==> src/rtl/apb_master_mp.sv <==
// rtl/apb_master_mp.sv - APB master bridging a valid/ready request port onto NUM_SLAVES one-hot selects
// Address bits [SLV_SHIFT +: SW] pick the slave; decode errors and wait-state timeouts answer with RSP_ERR.

module apb_master_mp #(
    parameter int ADDR_WIDTH     = 32,
    parameter int DATA_WIDTH     = 32,
    parameter int NUM_SLAVES     = 4,
    parameter int SLV_SHIFT      = 12,
    parameter int TIMEOUT_CYCLES = 256
) (
    input  logic                             PCLK,
    input  logic                             PRESET,
    input  logic                             REQ_VALID,
    output logic                             REQ_READY,
    input  logic                             REQ_WRITE,
    input  logic [ADDR_WIDTH-1:0]            REQ_ADDR,
    input  logic [DATA_WIDTH-1:0]            REQ_WDATA,
    input  logic [DATA_WIDTH/8-1:0]          REQ_STRB,
    input  logic [2:0]                       REQ_PROT,
    output logic                             RSP_VALID,
    output logic [DATA_WIDTH-1:0]            RSP_RDATA,
    output logic                             RSP_ERR,
    output logic                             RSP_TIMEOUT,
    output logic [ADDR_WIDTH-1:0]            PADDR,
    output logic [2:0]                       PPROT,
    output logic [NUM_SLAVES-1:0]            PSEL,
    output logic                             PENABLE,
    output logic                             PWRITE,
    output logic [DATA_WIDTH-1:0]            PWDATA,
    output logic [DATA_WIDTH/8-1:0]          PSTRB,
    input  logic [NUM_SLAVES-1:0]            PREADY,
    input  logic [NUM_SLAVES*DATA_WIDTH-1:0] PRDATA,
    input  logic [NUM_SLAVES-1:0]            PSLVERR,
    output logic [1:0]                       STATE
);

    localparam int SW = (NUM_SLAVES > 1) ? $clog2(NUM_SLAVES) : 1;
    localparam int SB = DATA_WIDTH / 8;
    localparam int CW = (TIMEOUT_CYCLES > 1) ? $clog2(TIMEOUT_CYCLES + 1) : 1;
    localparam logic [CW-1:0] TO_LAST = (TIMEOUT_CYCLES > 0) ? CW'(TIMEOUT_CYCLES - 1) : '0;

    typedef enum logic [1:0] {
        S_IDLE   = 2'd0,
        S_SETUP  = 2'd1,
        S_ACCESS = 2'd2,
        S_BAD    = 2'd3
    } state_t;

    state_t                r_state;
    state_t                w_next;

    logic [ADDR_WIDTH-1:0] r_addr;
    logic [DATA_WIDTH-1:0] r_wdata;
    logic [SB-1:0]         r_strb;
    logic [2:0]            r_prot;
    logic                  r_write;
    logic [SW-1:0]         r_idx;
    logic [CW-1:0]         r_wait_cnt;

    logic                  r_rsp_valid;
    logic                  r_rsp_err;
    logic                  r_rsp_timeout;
    logic [DATA_WIDTH-1:0] r_rsp_rdata;

    logic [SW-1:0]         w_req_idx;
    logic                  w_idx_ok;
    logic                  w_accept;
    logic                  w_done;
    logic                  w_abort;
    logic                  w_decode_err;
    logic                  w_wait_inc;
    logic                  w_sel_ready;
    logic                  w_sel_err;
    logic [DATA_WIDTH-1:0] w_sel_rdata;
    logic [NUM_SLAVES-1:0] w_onehot;

    assign w_req_idx = REQ_ADDR[SLV_SHIFT +: SW];
    assign w_idx_ok  = 32'(w_req_idx) < NUM_SLAVES;
    assign w_accept  = REQ_VALID && (r_state == S_IDLE);

    // Only the latched slave's handshake lines are looked at; everyone else is ignored.
    always_comb begin
        w_sel_ready = 1'b0;
        w_sel_err   = 1'b0;
        w_sel_rdata = '0;
        w_onehot    = '0;
        for (int i = 0; i < NUM_SLAVES; i++) begin
            if (r_idx == SW'(i)) begin
                w_sel_ready = PREADY[i];
                w_sel_err   = PSLVERR[i];
                w_sel_rdata = PRDATA[i*DATA_WIDTH +: DATA_WIDTH];
                w_onehot[i] = 1'b1;
            end
        end
    end

    always_ff @(posedge PCLK) begin
        if (PRESET) begin
            r_state <= S_IDLE;
        end else begin
            r_state <= w_next;
        end
    end

    always_comb begin
        w_next       = r_state;
        w_done       = 1'b0;
        w_abort      = 1'b0;
        w_decode_err = 1'b0;
        w_wait_inc   = 1'b0;
        REQ_READY    = 1'b0;
        PSEL         = '0;
        PENABLE      = 1'b0;
        case (r_state)
            S_IDLE: begin
                REQ_READY = 1'b1;
                if (REQ_VALID) begin
                    if (w_idx_ok) begin
                        w_next = S_SETUP;
                    end else begin
                        w_decode_err = 1'b1;
                    end
                end
            end
            S_SETUP: begin
                PSEL   = w_onehot;
                w_next = S_ACCESS;
            end
            S_ACCESS: begin
                PSEL    = w_onehot;
                PENABLE = 1'b1;
                // A ready slave wins over a timeout landing on the same cycle.
                if (w_sel_ready) begin
                    w_next = S_IDLE;
                    w_done = 1'b1;
                end else if ((TIMEOUT_CYCLES > 0) && (r_wait_cnt == TO_LAST)) begin
                    w_next  = S_IDLE;
                    w_abort = 1'b1;
                end else begin
                    w_wait_inc = 1'b1;
                end
            end
            default: begin
                w_next = S_IDLE;
            end
        endcase
    end

    always_ff @(posedge PCLK) begin
        if (PRESET) begin
            r_addr        <= '0;
            r_wdata       <= '0;
            r_strb        <= '0;
            r_prot        <= '0;
            r_write       <= 1'b0;
            r_idx         <= '0;
            r_wait_cnt    <= '0;
            r_rsp_valid   <= 1'b0;
            r_rsp_err     <= 1'b0;
            r_rsp_timeout <= 1'b0;
            r_rsp_rdata   <= '0;
        end else begin
            r_rsp_valid   <= w_done | w_abort | w_decode_err;
            r_rsp_err     <= (w_done & w_sel_err) | w_abort | w_decode_err;
            r_rsp_timeout <= w_abort;
            r_rsp_rdata   <= (w_done && !r_write && !w_sel_err) ? w_sel_rdata : '0;
            if (w_accept) begin
                r_addr  <= REQ_ADDR;
                r_wdata <= REQ_WDATA;
                r_strb  <= REQ_STRB;
                r_prot  <= REQ_PROT;
                r_write <= REQ_WRITE;
                r_idx   <= w_req_idx;
            end
            if (r_state == S_SETUP) begin
                r_wait_cnt <= '0;
            end else if (w_wait_inc || w_abort) begin
                r_wait_cnt <= r_wait_cnt + CW'(1);
            end
        end
    end

    assign PADDR       = r_addr;
    assign PWDATA      = r_wdata;
    assign PSTRB       = r_strb;
    assign PPROT       = r_prot;
    assign PWRITE      = r_write;
    assign RSP_VALID   = r_rsp_valid;
    assign RSP_ERR     = r_rsp_err;
    assign RSP_TIMEOUT = r_rsp_timeout;
    assign RSP_RDATA   = r_rsp_rdata;
    assign STATE       = r_state;

endmodule
==> config.mk <==
export PLATFORM = sky130hd
export DESIGN_NAME = apb_master_mp
export DESIGN_NICKNAME = d
export VERILOG_FILES = /design/src/rtl/apb_master_mp.sv
export SDC_FILE = /design/constraint.sdc
export NUM_CORES = 1
export LEC_CHECK = 0
export BUFFER_PORTS_ARGS = -buffer_cell sky130_fd_sc_hd__buf_2
export CELL_PAD_IN_SITES_DETAIL_PLACEMENT = 1
export CELL_PAD_IN_SITES_GLOBAL_PLACEMENT = 2
export CORE_MARGIN = 2
export CORE_UTILIZATION = 22
export CTS_BUF_LIST = sky130_fd_sc_hd__clkbuf_16
export CTS_CLUSTER_SIZE = 25
export DETAILED_ROUTE_END_ITERATION = 8
export GPL_TIMING_DRIVEN = 0
export PLACE_DENSITY = 0.85
export REMOVE_ABC_BUFFERS = 1
export SETUP_SLACK_MARGIN = 0.4
export SYNTH_ARGS = -nofsm -noshare
export SYNTH_HDL_FRONTEND = slang
export SYNTH_SLANG_ARGS = --single-unit
==> constraint.sdc <==
create_clock -name PCLK -period 2.23 [get_ports PCLK]
set_input_delay 0.223 -clock PCLK [delete_from_list [all_inputs] [get_ports PCLK]]
set_output_delay 0.223 -clock PCLK [all_outputs]
set_load 0.02 [all_outputs]
==> results.yml <==
clocking:
  cts_tree: "yes"
  clockBufferDepth: 2
  cts_sinks: 118
  clock-root-buffer: "clkbuf_16"
  clock_latency_ps: 410
  numCtsBuffers: 17
  clk_pin_slew_ps: 60
  h-tree-depth: 4
floorplan:
  chipHeight_um: 153
  start_util_pct: 22.4
  core_sq_um: 21800
  rows: 54
  die_area_sq_um: 23500
  die_x_um: 153
  num_io_pins: 326
route:
  via_per_inst: 4.52
  drc: 0
  vias: 5116
  drt_iter0_markers: 150
  wl_per_cell_um: 17.2
  drt-total-wl_um: 19500
  drtAntennaViolNets: 0
  firstDrtPassIters: 4
timing:
  tightestPinTransition_ps: 850
  final-hold-violation-count: 0
  final-setup-viol-count: 0
  clock_skew_ps: 9.83
  rsz0062_at_grt: "true"
  post-route-min-period_ps: 1770
  slew_headroom_pct: 43.3
  drv_slew: 0
  period_share_pct: 79.2
  fmax_mhz: 566
pwr:
  p_comb_share_pct: 18.2
  sequentialPowerShare_pct: 35.4
  p_int_mw: 4.72
  pwr-share-clk_pct: 46.4
  powerDensity_nw_per_um2: 825
  total_power_mw: 6.43
  switching_share_pct: 26.6
  power.switching_mw: 1.71
  leakage_nw: 3.72
  irDropWorstVdd_mv: 0.320
logic_synthesis:
  syn_area_sq_um: 4890
  avgSynthCellArea_sq_um: 9.47
  synth_ff_type: "dfxtp_1"
  ys_seq_area_share_pct: 48.3
  ys_types: 37
  ys_async_sr_fraction_pct: 0
  synth_edf_count: 0
  synthCells: 517
  ys_warn_count: 0
  ys_ff_latch: 118
critical_path:
  worstPathRequired_ps: 2580
  end_kind: "flip-flop"
  reg2reg_from: "PADDR[13]"
  startpoint_type: "flip-flop"
  critPathKind: "flip-flop to flip-flop"
  r2r_slack_ps: 460
  startpoint: "PADDR[13]"
  rr_endpoint: "r_wait_cnt[7]"
  critPathCapture: "r_wait_cnt[7]"
  crit_arrival_ps: 2110
  critPathMaxFanout: 12
  ff2ff_path_depth: 5
global_route:
  grt_util_all_layers_pct: 16.3
  grt_pass1_vias: 5339
  grt_first_pass_wirelength_um: 29500
  grt-ovfl-total: 0
  antenna_found_initial: 1
  grt_start_max_net_pins: 80
min_path:
  hold_path.class: "primary input to flip-flop"
  hold_start: "REQ_WDATA[1]"
finish:
  finalInstanceArea_sq_um: 7800
  fill_cells: 2650
  syn_to_final_growth_pct: 59.4
  layout-drive-gt1-share_pct: 50.8
  final_nets: 1054
placement:
  place.gp.congestion: 0.750
  io_buffer_count: 325
  dpl-instance-area_sq_um: 6790
  detailed_place_hpwl_um: 13700
flow_run:
  maxCapViolCount: 0
run_status:
  outcome: "completed"
[power by group through the flow]
stage | registers (mW) | logic (mW) | clock network (mW)
global route | 2.29 | 1.28 | 3.18
floorplan | 2.49 | 0.396 | 0
detailed placement | 2.33 | 1.05 | 0
finish | 2.28 | 1.17 | 2.98
CTS | 2.28 | 1.17 | 3.07
global placement | 2.36 | 0.985 | 0
[Yosys cell counts (2+ instances only)]
master	instances	share of area (%)
o31ai_1	2	0.31
mux4_2	33	15
nand3_1	3	0.31
nor2_1	9	0.69
a21oi_1	79	8.1
inv_1	5	0.38
nand2b_1	3	0.38
buf_1	9	0.69
nor3b_1	2	0.31
o21ai_0	3	0.31
or3_1	4	0.51
buf_6	3	0.69
dfxtp_1	118	48
mux2i_1	4	0.82
clkbuf_1	22	1.7
nand2_1	152	12
buf_2	8	0.82
and3_1	34	4.3
or4_1	2	0.31
ha_1	5	1.3
[registers in the layout, indices dropped and copies added (netlist names)]
signal	flops
PADDR	32
RSP_TIMEOUT	1
PWRITE	1
RSP_ERR	1
STATE	2
RSP_VALID	1
PPROT	3
RSP_RDATA	32
PWDATA	32
r_wait_cnt	9
PSTRB	4
[layout by cell type, fill, tap and decap left out, drive strengths merged, types with 2 or more instances in the layout]
cell	synthesis	layout
and3	34	34
and2	1	2
bufbuf	0	2
nor2	9	9
clkbuf	22	18
inv	5	6
or3	4	4
mux4	33	33
nor3b	2	2
buf	20	339
nand2b	3	3
or4	2	2
bufinv	0	5
o31ai	2	2
nand2	152	152
nand3	3	3
o21ai	3	3
dfxtp	118	118
a21oi	79	79
ha	5	5
mux2i	5	6
clkinv	0	9
[what timing repair did]
action / CTS / global route
pin swaps: 2 / 1
endpoints found under the setup margin: 90 / 22
resized for setup: 19 / 13
setup buffers: 8 / 2
hold buffers: 0 / 0
gates cloned: 4 / 1
[layer usage]
metal	up-vias	wire, um	GRT usage (%)
met3	26	1410	5.10
met4	0	484	6.61
met1	2411	7270	17.3
met2	242	10300	30.0
met5	-	0	0
li1	2437	-	-
[layout make-up]
| type | instances | area, sq um | area share, % |
|---|---|---|---|
| Antenna cell | 1 | 2.50 | 0.0321 |
| Clock buffer | 17 | 425 | 5.45 |
| Clock inverter | 15 | 211 | 2.71 |
| Inverter | 5 | 18.8 | 0.241 |
| Multi-Input combinational cell | 354 | 2500 | 32.0 |
| Sequential cell | 118 | 2380 | 30.5 |
| Tap cell | 280 | 350 | 4.49 |
| Timing Repair Buffer | 342 | 1920 | 24.6 |
[how the worst min path moves through the flow]
stage	to	slack [ps]	cells after the start
after floorplan	PADDR[0]	290	1
after global placement	PADDR[2]	440	2
after detailed placement	PWDATA[15]	440	2
after CTS	PWDATA[1]	20	3
after global routing	PADDR[16]	30	3
final	PWDATA[1]	40	3
[cells by family after synthesis]
kind of cell	synth area share (%)
flip-flops	48.3
multiplexers	16.6
AND/OR/NAND/NOR	19.6
adder cells (fa/ha/maj)	1.28
buffers and inverters	4.27
XOR/XNOR	0.179
AO/OA/AOI/OAI	9.87
[through the flow]
stage          setup WS [ps]  setup TNS, ps  hold WS, ps  cells  util (%)
2_1_floorplan          -1130         -57750          292    475         -
4_1_cts                  375              0         19.3   1128      35.2
3_3_place_gp           -2420        -159970          439   1080      30.6
5_1_grt                  392              0         28.8   1132      35.7
3_5_place_dp            10.8              0          444   1084      31.1
6_report                 464              0         42.3   1132      35.7
[critical path: stages (launching register included)]
cell and delay (ps):
dfxtp_4 360, buf_12 150, mux2_4 340, a2bb2oi_4 220, or4_1 480, a21oi_1 150
Note: power is estimated with default switching activity, not from simulation.
